<file path="src/rtl/rf_write_arbiter.sv">
// Register-file write-port arbiter: WB has priority over debug writes,
// with a post-reset / on-demand clear sequence and debug starvation stall.
module rf_write_arbiter #(
  parameter int XLEN         = 32,
  parameter int NREG         = 32,
  parameter int AW           = 5,
  parameter int STARVE_LIMIT = 8
) (
  input  logic            clk,
  input  logic            rst,
  input  logic            wb_we,
  input  logic [AW-1:0]   wb_rd,
  input  logic [XLEN-1:0] wb_data,
  input  logic            dbg_valid,
  output logic            dbg_ready,
  input  logic [AW-1:0]   dbg_rd,
  input  logic [XLEN-1:0] dbg_data,
  input  logic            init_start,
  output logic            rf_we,
  output logic [AW-1:0]   rf_waddr,
  output logic [XLEN-1:0] rf_wdata,
  output logic            stall_req,
  output logic            init_done,
  output logic            err_wb_drop
);

  typedef enum logic {CLEAR, IDLE} state_t;

  localparam logic [AW-1:0] LAST = AW'(NREG - 1);
  localparam logic [AW-1:0] FIRST = AW'(1);
  localparam logic [7:0]    LIM  = 8'(STARVE_LIMIT);

  state_t        state, state_nx;
  logic [AW-1:0] idx, idx_nx;
  logic [7:0]    starve_cnt, starve_nx;
  logic          err_nx;
  logic          wb_busy;
  logic          xfer;

  always_ff @(posedge clk) begin
    if (rst) begin
      state       <= CLEAR;
      idx         <= FIRST;
      starve_cnt  <= '0;
      err_wb_drop <= 1'b0;
    end else begin
      state       <= state_nx;
      idx         <= idx_nx;
      starve_cnt  <= starve_nx;
      err_wb_drop <= err_nx;
    end
  end

  always_comb begin
    state_nx  = state;
    idx_nx    = idx;
    starve_nx = starve_cnt;
    err_nx    = err_wb_drop;
    rf_we     = 1'b0;
    rf_waddr  = '0;
    rf_wdata  = '0;
    dbg_ready = 1'b0;
    stall_req = 1'b1;
    init_done = 1'b0;
    wb_busy   = wb_we && (wb_rd != '0);
    xfer      = 1'b0;
    // outputs stay in their safe defaults while rst is high
    if (!rst) begin
      unique case (state)
        CLEAR: begin
          rf_we     = 1'b1;
          rf_waddr  = idx;
          starve_nx = '0;
          if (wb_busy) err_nx = 1'b1;
          if (init_start) begin
            idx_nx = FIRST;
          end else if (idx == LAST) begin
            state_nx = IDLE;
          end else begin
            idx_nx = idx + AW'(1);
          end
        end
        IDLE: begin
          init_done = 1'b1;
          dbg_ready = !wb_busy;
          xfer      = dbg_valid && !wb_busy;
          stall_req = (starve_cnt == LIM);
          if (wb_busy) begin
            rf_we    = 1'b1;
            rf_waddr = wb_rd;
            rf_wdata = wb_data;
          end else if (xfer) begin
            rf_we    = (dbg_rd != '0);
            rf_waddr = dbg_rd;
            rf_wdata = dbg_data;
          end
          if (init_start) begin
            state_nx  = CLEAR;
            idx_nx    = FIRST;
            starve_nx = '0;
          end else if (dbg_valid && wb_busy) begin
            starve_nx = (starve_cnt == LIM) ? LIM : starve_cnt + 8'd1;
          end else begin
            starve_nx = '0;
          end
        end
        default: state_nx = CLEAR;
      endcase
    end
  end

endmodule

</file>
<file path="config.mk">
export PLATFORM = sky130hd
export DESIGN_NAME = rf_write_arbiter
export DESIGN_NICKNAME = d
export VERILOG_FILES = /design/src/rtl/rf_write_arbiter.sv
export SDC_FILE = /design/constraint.sdc
export NUM_CORES = 1
export LEC_CHECK = 0
export ABC_AREA = 1
export CAP_MARGIN = 10
export CORE_AREA = 4 4 76 78
export DETAILED_ROUTE_END_ITERATION = 8
export DIE_AREA = 0 0 80 82
export PLACE_DENSITY = 0.7
export SETUP_SLACK_MARGIN = 0.4
export SLEW_MARGIN = 25
export SYNTH_ARGS = -nofsm -noshare
export SYNTH_HDL_FRONTEND = slang
export SYNTH_SLANG_ARGS = --single-unit
</file>
<file path="constraint.sdc">
create_clock -name clk -period 1.74 [get_ports clk]
set_input_delay 0.435 -clock clk [delete_from_list [all_inputs] [get_ports clk]]
set_output_delay 0.435 -clock clk [all_outputs]
set_load 0.03 [all_outputs]
</file>
==> flow_summary_export.csv <==
group,metric,value,unit
global_route,grt_first_pass_wirelength,13.9,mm
cells_and_area,fillers,175,
clock_network,cts.sink_count,15,
synthesis,synth-seq-cells,15,
timing,finalWorstSetupSlack,-316,ps
route,wl,10.8,mm
timing,finClkSkew,3.97,ps
global_route,grt_max_degree,21,
clock_network,cts_tree,"yes",
timing,setup_viol,39,
floorplan,die_h,82,um
setup_path,endpoint_kind,"primary output",
global_route,grt_overflow_total,0,
setup_path,arrival,1620,ps
global_route,top_usage_layer,"met2",
setup_path,path_common_cell,"buf_6",
global_route,grt_pass1_vias,2628,
timing,rsz0062_at_grt,"true",
run_status,run_status,"finished with violations",
route,drt_pre_antenna_iters,4,
setup_path,regToRegStartpoint,"idx[0]$_SDFFE_PP1N_",
synthesis,syn_area_per_cell,5.76,um^2
run_status,violations,"negative setup slack",
timing,maxSlewHeadroom,74.4,%
pwr,p_per_area,295,mW/mm^2
setup_path,crit_slowest_cell,"a21oi_4",
setup_path,r2r_cells,10,
hold_path,hold-path-cell-count,2,
flow_run,max_cap_viol_count,0,
synthesis,synth_commonest_cells,"55 x nand2_1, 44 x a21oi_1, 42 x nand3_1",
setup_path,r2r_end,"idx[0]$_SDFFE_PP1N_",
global_route,grtUsageMet1,30.9,%
synthesis,synth-edff-count,0,
synthesis,synth_top_area_share,22.1,%
setup_path,crit_chain,"buf_6 > nor2_4 > nand3_4 > nand2_4 > buf_12 > buf_6 > buf_8 > nand3_2 > a21oi_4 > buf_6",
placed_design,dp_hpwl,4.99,mm
route,avgRoutedWirePerCell,22.9,um
synthesis,yosysTopAreaCell,"dfxtp_1",
cells_and_area,area_growth,237,%
setup_path,critPathMaxStageDelay,150,ps
route,drtIter0Drc,97,
setup_path,worstPathBufferInverterCount,5,
synthesis,ys_async_sr_fraction,0,%
setup_path,cp-start-kind,"input pin",
floorplan,dieArea,0.00656,mm^2
floorplan,core,0.00507,mm^2
timing,finalCriticalPeriod,2060,ps
route,num_vias,2515,
synthesis,synth_nets,319,
timing,period_share,118,%
synthesis,yosysWarnings,0,
hold_path,min_path_type,"reg2reg",
synthesis,ys_types,23,
clock_network,root_buffer,"clkbuf_8",
synthesis,synthCells,236,
timing,clock.fmax,486,MHz
timing,maxSlewViolCount,0,
timing,hold_violations,0,
setup_path,crit_fanout,6,
synthesis,synth_most_common_cell,"nand2_1",
placed_design,io_buffers,120,
cells_and_area,layout-drive-gt1-share,65.8,%
floorplan,fp.dieW,80,um
clock_network,htree_num_levels,1,
pwr,p_total,1.35,mW
cells_and_area,multi_input_area,0.00199,mm^2
synthesis,synth_area_leaders,"dfxtp_1 22%, a21oi_1 16%, nand3_1 15%",
cells_and_area,fin_nets,484,
floorplan,io_pins,121,
hold_path,hp-start,"starve_cnt[0]$_SDFF_PP0_",
setup_path,critPathTopFamily,"buffers and inverters",
cells_and_area,seqCellArea,309,um^2
pwr,p_leak,1.71,nW
placed_design,place_congestion,0.813,
floorplan,floorplan.rows,26,
route,vias_per_cell,5.34,
global_route,antenna_found_initial,1,
setup_path,critPathRequiredTime,1300,ps
clock_network,clkLatencyLatePin,250,ps
setup_path,rrSetupSlack,160,ps
timing,tightestPinTransition,379,ps
setup_path,critPathKind,"in2out",
hold_path,holdPathEnd,"starve_cnt[0]$_SDFF_PP0_",
synthesis,synth_area,0.00136,mm^2
cells_and_area,fin_util,90.3,%
synthesis,ys_seq_area_share,22.1,%
clock_network,cts.path.max_buffers,2,
synthesis,synthFlopType,"dfxtp_1",
global_route,track_usage,27.6,%
route,ant_nets,0,
clock_network,clk_pin_slew_worst_paths,70,ps
global_route,met3_usage,5.70,%
clock_network,cts_buffers,3,
global_route,grt_use_met2,52.2,%
floorplan,initial_utilization,26.8,%
route,drc,0,
pwr,ir_drop,0.673,mV
## power by group
group	internal (mW)	switching [mW]
Clock	0.159	0.140
Combinational	0.369	0.327
Sequential	0.348	0.00799
Total	0.876	0.476
## per-layer routing
layer | routed length [um] | vias up
li1 | - | 1125
met1 | 3800 | 1201
met2 | 5720 | 145
met3 | 770 | 44
met4 | 520 | 0
met5 | 0 | -
## how the worst max path moves through the flow
stage	slack, ps	cells past startpoint	start	to
floorplan	1	7	wb_rd[1]	rf_wdata[21]
global placement	-540	9	wb_rd[1]	rf_wdata[0]
detailed placement	-590	9	wb_rd[1]	rf_wdata[4]
CTS	-250	10	wb_rd[3]	rf_wdata[24]
global route	-370	10	wb_rd[3]	rf_wdata[21]
finish	-320	10	wb_rd[3]	rf_wdata[23]
## per-stage QoR
| step | instances | hold WS, ps | worst slack, ps | setup TNS, ps | area (um^2) |
|---|---|---|---|---|---|
| floorplan | 236 | 430 | 1.43 | 0 | 1870 |
| global placement | 430 | 443 | -540 | -22170 | 3160 |
| detailed placement | 430 | 451 | -589 | -23930 | 3160 |
| CTS | 462 | 495 | -250 | -7480 | 4330 |
| global route | 471 | 541 | -369 | -12520 | 4580 |
| finish | 471 | 525 | -316 | -10620 | 4580 |
## state kept, by name, summed over array words and instances (netlist names)
signal / cells
idx: 5
starve_cnt: 8
state: 1
err_wb_drop: 1
## area by class of cell
| type | count | area share, % |
|---|---|---|
| sequential | 15 | 6.74 |
| inverter | 16 | 1.88 |
| timing repair buffer | 175 | 44.9 |
| clock inverter | 1 | 0.109 |
| multi-input combinational | 190 | 43.5 |
| clock buffer | 3 | 0.901 |
| tap | 70 | 1.91 |
| antenna | 1 | 0.0546 |
## kinds of logic (layout without fill, tap and decap cells)
family | count (synthesis) | after routing | share of synthesized area (%)
AOI/OAI and AO/OA | 54 | 54 | 20.2
xor gates and xnor gates | 4 | 4 | 2.58
adders and majority gates | 4 | 4 | 3.68
buffers and inverters | 31 | 195 | 10.6
DFF | 15 | 15 | 22.1
other | 0 | 1 | 0
and+or+nand+nor | 128 | 128 | 40.8
## placed cells by master, fill, tap and decap left out, types with 7 or more instances in the layout
cell | synthesis | final
clkdlybuf4s50_1 | 0 | 65
buf_6 | 2 | 57
a21oi_4 | 0 | 37
nand3_2 | 1 | 27
nand2_4 | 0 | 25
nand2_1 | 55 | 19
buf_4 | 0 | 18
nand3_4 | 0 | 13
buf_12 | 0 | 13
nand2_2 | 1 | 12
nor2_1 | 23 | 11
dfxtp_1 | 15 | 10
nor2_4 | 0 | 9
inv_1 | 15 | 7
a21oi_2 | 0 | 7
buf_16 | 0 | 7
## worst min-delay path: stages, from the launching register on
cell	delay, ps
dfxtp_2	340
buf_4	120
nor2_1	40
## repair_timing
| action | CTS | global route |
|---|---|---|
| buffers inserted | 19 | 8 |
| hold endpoints to repair | 0 | 0 |
| pin swaps | 37 | 25 |
| resized for setup | 252 | 37 |
| hold buffers | 0 | 0 |
| gates cloned | 9 | 0 |
| setup endpoints to repair | 56 | 55 |
No activity file was read; power rests on OpenSTA's default activity.
